**src/rtl/jkff_to_srff_reg.sv**
```systemverilog
// W-bit SR register built from per-bit JK storage, with illegal-input (s=r=1)
// detection, sticky error status, a saturating error counter and an OK/FAULT/LOCK FSM.
module jkff_to_srff_reg #(
  parameter int W      = 4,
  parameter int LOCK_N = 3,
  localparam int IW    = (W > 1) ? $clog2(W) : 1
) (
  input  logic          clk,
  input  logic          rst,
  input  logic          en,
  input  logic [W-1:0]  s,
  input  logic [W-1:0]  r,
  input  logic          clr_err,
  output logic [W-1:0]  q,
  output logic [W-1:0]  qb,
  output logic          illegal,
  output logic          err_sticky,
  output logic [7:0]    err_cnt,
  output logic [IW-1:0] err_idx,
  output logic [1:0]    state
);

  typedef enum logic [1:0] {
    ST_OK    = 2'd0,
    ST_FAULT = 2'd1,
    ST_LOCK  = 2'd2
  } state_t;

  state_t        state_reg;
  logic [W-1:0]  q_reg;
  logic [W-1:0]  q_next;
  logic          illegal_reg;
  logic          sticky_reg;
  logic [7:0]    cnt_reg;
  logic [IW-1:0] idx_reg;
  logic [3:0]    run_reg;
  logic [3:0]    run_inc;
  logic [IW-1:0] low_idx;
  logic          active;
  logic          illegal_ev;

  assign active     = en && (state_reg != ST_LOCK);
  assign illegal_ev = active && ((s & r) != '0);
  assign run_inc    = (run_reg == 4'hF) ? run_reg : run_reg + 4'd1;

  // JK next-state per bit; J and K are never both 1, so the toggle case is unreachable.
  genvar gi;
  generate
    for (gi = 0; gi < W; gi++) begin : g_bit
      logic j_bit;
      logic k_bit;
      assign j_bit      = s[gi] & ~r[gi];
      assign k_bit      = r[gi] & ~s[gi];
      assign q_next[gi] = (j_bit & ~q_reg[gi]) | (~k_bit & q_reg[gi]);
    end
  endgenerate

  always_comb begin
    low_idx = '0;
    for (int i = W - 1; i >= 0; i--) begin
      if (s[i] && r[i]) low_idx = IW'(i);
    end
  end

  always_ff @(posedge clk or negedge rst) begin
    if (!rst) begin
      q_reg       <= '0;
      illegal_reg <= 1'b0;
      sticky_reg  <= 1'b0;
      cnt_reg     <= '0;
      idx_reg     <= '0;
      run_reg     <= '0;
      state_reg   <= ST_OK;
    end else begin
      if (active) q_reg <= q_next;
      illegal_reg <= illegal_ev && !clr_err;
      if (clr_err) begin
        sticky_reg <= 1'b0;
        cnt_reg    <= '0;
        idx_reg    <= '0;
        run_reg    <= '0;
        state_reg  <= ST_OK;
      end else if (illegal_ev) begin
        sticky_reg <= 1'b1;
        if (cnt_reg != 8'hFF) cnt_reg <= cnt_reg + 8'd1;
        if (!sticky_reg) idx_reg <= low_idx;
        run_reg <= run_inc;
        // Both OK and FAULT escalate once the consecutive run hits LOCK_N.
        if (run_inc >= 4'(LOCK_N)) state_reg <= ST_LOCK;
        else                       state_reg <= ST_FAULT;
      end else if (en) begin
        run_reg <= '0;
      end
    end
  end

  assign q          = q_reg;
  assign qb         = ~q_reg;
  assign illegal    = illegal_reg;
  assign err_sticky = sticky_reg;
  assign err_cnt    = cnt_reg;
  assign err_idx    = idx_reg;
  assign state      = state_reg;

endmodule

```
**config.mk**
```make
export PLATFORM = sky130hd
export DESIGN_NAME = jkff_to_srff_reg
export DESIGN_NICKNAME = d
export VERILOG_FILES = /design/src/rtl/jkff_to_srff_reg.sv
export SDC_FILE = /design/constraint.sdc
export NUM_CORES = 1
export LEC_CHECK = 0
export ABC_AREA = 1
export BUFFER_PORTS_ARGS = -buffer_cell sky130_fd_sc_hd__buf_4
export CAP_MARGIN = 20
export CELL_PAD_IN_SITES_DETAIL_PLACEMENT = 1
export CELL_PAD_IN_SITES_GLOBAL_PLACEMENT = 2
export CORE_MARGIN = 2
export CORE_UTILIZATION = 28
export DETAILED_ROUTE_END_ITERATION = 16
export HOLD_SLACK_MARGIN = 0.12
export PLACE_DENSITY = 0.74
export SLEW_MARGIN = 20
export SYNTH_ARGS = -nofsm -noshare
export SYNTH_HDL_FRONTEND = slang
export SYNTH_SLANG_ARGS = --single-unit
```
**constraint.sdc**
```tcl
create_clock -name clk -period 1.6 [get_ports clk]
set_input_delay 0.16 -clock clk [delete_from_list [all_inputs] [get_ports clk]]
set_output_delay 0.16 -clock clk [all_outputs]
set_load 0.05 [all_outputs]
```
---- Yosys cells after proc, flatten, opt, wreduce, memory -nomap -nowiden ----
Cells that the tools add are included.
storage, ports and cells
  word-level logic and storage cells ...... 85
  output and inout bits ................... 22
  flip-flop bits (word level) ............. 22
cells by class
  $lt $le $gt $ge ......................... 1
  bitwise gates (word level) .............. 38
  multiplexer cells ....................... 19
  add/sub/neg operators ................... 2
  reductions and logical operators ........ 14
  equality and inequality tests ........... 4
operators with widths
  cell                   number
  $mux W8                3
  $mux W2                10
  $and A1 B1 Y1          16
  $mux W4                4
  $not A1 Y1             16
  $add A8 B1 Y8 const B  1
  $ne A8 B8 Y1 const B   1
  $logic_and A1 B1 Y1    7
  $add A4 B1 Y4 const B  1
  $and A4 B4 Y4          1
  $eq A4 B4 Y1 const B   1
  $ge A4 B2 Y1 const B   1
  $ne A2 B2 Y1 const B   2
  $not A4 Y4             1
  $or A1 B1 Y1           4
  $reduce_and A2 Y1      2
  $reduce_bool A2 Y1     2
  $reduce_bool A4 Y1     1
  $reduce_bool A3 Y1     1
  $mux W1                2
  $logic_not A1 Y1       1

---- Longest topological paths before layout ----
  word-level depth ........................ 8
  gate-level depth with buffers ........... 10
  depth with buffers taken out ............ 10

---- Worst setup path before layout ----
Ideal clock, no wire load.
  path kind ............................... register -> register
  start ................................... register cnt_reg[0] (netlist: err_cnt[0])
  end ..................................... register cnt_reg[6] (netlist: err_cnt[6])
  data arrival time ....................... 1628 ps
  setup time .............................. 67 ps
  cell stages (with the launch flop) ...... 8
  path buffers ............................ 0
  slack ................................... -95 ps
  clock period less this slack ............ 1695 ps
  path through ............................ dfrtp_1 > ha_1 > nand3_4 > nor2_4 > nand4_4 > nand2_4 > nand2_1 > nand2_1
between the ends
  longest elaborated chain between the ends .. 4
RTL lines
  what                    RTL line  source
  start, declared         34        logic [7:0] cnt_reg;
  start signal, assigned  85        if (cnt_reg != 8'hFF) cnt_reg <= cnt_reg + 8'd1;
  $add A8 B1 Y8           85
  $mux W8                 85
  $mux W8                 83        end else if (illegal_ev) begin
  $mux W8                 77        if (clr_err) begin
Several ways; a longest one is shown, not always the timed one. The select of a mux whose other input is x is not followed.
A chain may end at the register's enable or synchronous reset.

---- Worst setup path after layout ----
  start ................................... input port r[2]
  end ..................................... register cnt_reg[6] (netlist: err_cnt[6])
between the ends
  longest elaborated chain between the ends .. 5
RTL lines
  what                                 RTL line  source
  start, declared                      12        input logic [W-1:0] r,
  $and A4 B4 Y4                        43        assign illegal_ev = active && ((s & r) != '0);
  $reduce_bool A4 Y1                   43
  $logic_and A1 B1 Y1                  43
  $reduce_bool A2 Y1 (no source line)  --
  $reduce_and A2 Y1 (no source line)   --
Every way passes these cells.

==> impl_metrics.py <==
metrics = {
    "yosys": {
        "yosysWarningCount": 0,
        "yosysTopAreaCellShare_pct": 42.9,
        "syn_inst": 173,
        "synth_edf_count": 0,
        "seq_area_frac_synth_pct": 42.9,
        "synth_cell_types": 23,
        "synth.area.top_cells": "dfrtp_1 43%, nand2_1 20%, nand3_1 5.1%",
        "synthFlopType": "dfrtp_1",
        "syn_nets": 187,
        "mappedNetlistArea_mm2": 0.00128,
        "async_flop_share_pct": 100,
        "yosysTopAreaCell": "dfrtp_1",
        "avgSynthCellArea_um2": 7.42,
        "ys_ff_latch": 22,
    },
    "power": {
        "ir_drop_uv": 437,
        "pwr_density_cell_mw_per_mm2": 894,
        "power_leakage_nw": 0.888,
        "finalPower_w": 0.00153,
    },
    "place": {
        "dp_slack_ns": 0.188,
        "globalplace.congestion": 0.813,
        "placed_cell_area_mm2": 0.00159,
        "dp_hpwl_mm": 2.75,
        "numPortBuffers": 33,
    },
    "timing": {
        "setup_viol": 0,
        "layout_setup_ws_ns": 0.149,
        "clock.fmax_mhz": 689,
        "period_minus_slack_ns": 1.45,
        "fin_crit_sh_pct": 90.7,
        "rsz0062_at_grt": "no",
        "finalMaxSlewViolations": 0,
        "worst_pin_slew_ns": 0.323,
        "hold_viol": 0,
        "fin_tns_setup_ns": 0,
        "relSlewSlack_pct": 78.5,
        "clock_skew_ns": 0.00462,
    },
    "global_routing": {
        "met3_usage_pct": 3.38,
        "antenna_found_initial": 0,
        "grt_pass1_vias": 1290,
        "grt_first_pass_wirelength_mm": 6.05,
        "grt_max_degree": 23,
        "overflow": 0,
        "use_met2_pct": 26.0,
        "grt_usage_pct": 14.8,
        "use_met1_pct": 18.7,
        "grt.busiest_layer": "met2",
    },
    "critical_path": {
        "critPathRequiredTime_ns": 1.80,
        "crit_fanout": 8,
        "cp.arrival_ns": 1.65,
        "worstSetupPathType": "in2reg",
        "endpoint_kind": "register",
        "start_kind": "primary input",
    },
    "routing": {
        "drtIter0Drc": 43,
        "drt-vias-per-instance": 4.74,
        "drc": 0,
        "drtPass1Iterations": 4,
        "wire_per_inst_um": 13.2,
        "detail-route-antenna-nets": 0,
        "wirelength_mm": 3.52,
        "vias": 1262,
    },
    "clocking": {
        "h-tree-depth": 1,
        "cts_tree": "yes",
        "root_buffer": "clkbuf_8",
        "cts.reportedPaths.clkPinSlew_ns": 0.08,
        "cts_buffers": 3,
        "clock-sinks": 22,
        "worstSkewPairLatency_ns": 0.26,
        "clockBufferDepth": 2,
    },
    "run_status": {
        "status": "completed",
    },
    "floorplanning": {
        "std_cell_rows": 24,
        "fp.coreArea_mm2": 0.00438,
        "die_w_um": 71.7,
        "chipHeight_um": 71.7,
        "ios": 34,
        "die-area_mm2": 0.00514,
        "start_util_pct": 29.3,
    },
    "finish": {
        "antennaDiodeCount": 0,
        "largest_reg_flops": 8,
        "syn_to_final_growth_pct": 32.9,
        "finish.instance_area_mm2": 0.00171,
        "fillCellCount": 559,
        "fin_nets": 229,
        "layout-drive-gt1-share_pct": 24.3,
    },
    "job": {
        "drv_cap": 0,
    },
    "worst_hold_path": {
        "hold_path.class": "in2reg",
    },
}
[synth_stat cells, types with 2 or more instances]
library cell   n
nand3_1       13
nand3b_1       2
o31ai_1        4
inv_2          3
o21bai_1       3
nand2_4        2
ha_1           2
nand2_1       69
nor2_4         2
nor2_1        15
dfrtp_1       22
a21oi_1        2
o21ai_0        9
inv_1         14
nand2_2        3
[cells by family after synthesis]
group / synth area share [%]
AND/OR/NAND/NOR: 39.7
XOR/XNOR: 0.682
flip-flops: 42.9
buffers and inverters: 5.36
AO/OA/AOI/OAI: 9.45
adder cells (fa/ha/maj): 1.95
[critical path: stages]
cell           delay [ns]
dlygate4sd3_1        0.54
buf_4                0.14
nand2_1              0.07
nand2_1              0.11
o21ai_4              0.23
nand2_4              0.13
nand2_4              0.13
nand2_1              0.07
nand2_1              0.07
[layer usage]
layer | up-vias | wire (um)
met5 | - | 0
met4 | 0 | 38
met3 | 6 | 115
met2 | 22 | 1810
met1 | 595 | 1550
li1 | 639 | -
[timing repair]
action | in CTS | in global routing
hold endpoints to repair | 26 | 0
hold buffers | 5 | 0
resized for setup | 0 | 1
buffers inserted | 0 | 0
setup endpoints to repair | 0 | 7
[power breakdown]
| group | total (W) | leakage [nW] | switching (W) | internal [W] |
|---|---|---|---|---|
| clock network | 0.000400 | 0.0288 | 0.000180 | 0.000219 |
| registers | 0.000635 | 0.290 | 0.0000369 | 0.000598 |
| logic | 0.000491 | 0.569 | 0.000346 | 0.000146 |
| total | 0.00153 | 0.888 | 0.000563 | 0.000963 |
[cell type report]
cell class | count | area, um2 | share of cell area [%]
inverter | 17 | 63.8 | 3.74
multi-input combinational | 133 | 672 | 39.4
clock buffer | 4 | 55.1 | 3.23
sequential | 22 | 553 | 32.4
tap | 52 | 65.1 | 3.81
timing repair buffer | 38 | 298 | 17.4
[path summary, 6_finish.rpt]
check                           start  slack [ns]    endpoint  depth (start not counted)
setup / recovery                 r[2]        0.15  err_cnt[6]                          9
hold / removal                   s[3]        0.17        q[3]                          3
setup reg to reg           err_cnt[0]        0.17  err_cnt[6]                          7
hold reg to reg            err_idx[1]        0.48  err_idx[1]                          2
max in group asynchronous         rst        1.03  err_cnt[1]                          2
min in group asynchronous         rst        0.31        q[0]                          2
[layout by cell type, fill, tap and decap left out, types with 3 or more instances in the layout]
cell | Yosys | layout
buf_4 | 0 | 33
nand2_2 | 3 | 3
o21bai_1 | 3 | 3
dfrtp_1 | 22 | 20
inv_1 | 14 | 14
nor2_1 | 15 | 15
dlygate4sd3_1 | 0 | 5
o31ai_1 | 4 | 4
o21ai_0 | 9 | 9
nand2_1 | 69 | 69
clkbuf_8 | 0 | 4
inv_2 | 3 | 3
nand3_1 | 13 | 13
[through the flow]
stage	hold WS, ns	instances	utilization [%]
finish	0.168	266	38.9
CTS	0.166	266	38.8
detailed placement	0.0755	257	36.4
floorplan	-0.136	173	-
global route	0.181	266	38.9
global placement	0.0788	257	36.4
Power figures use the tool's default switching activity.
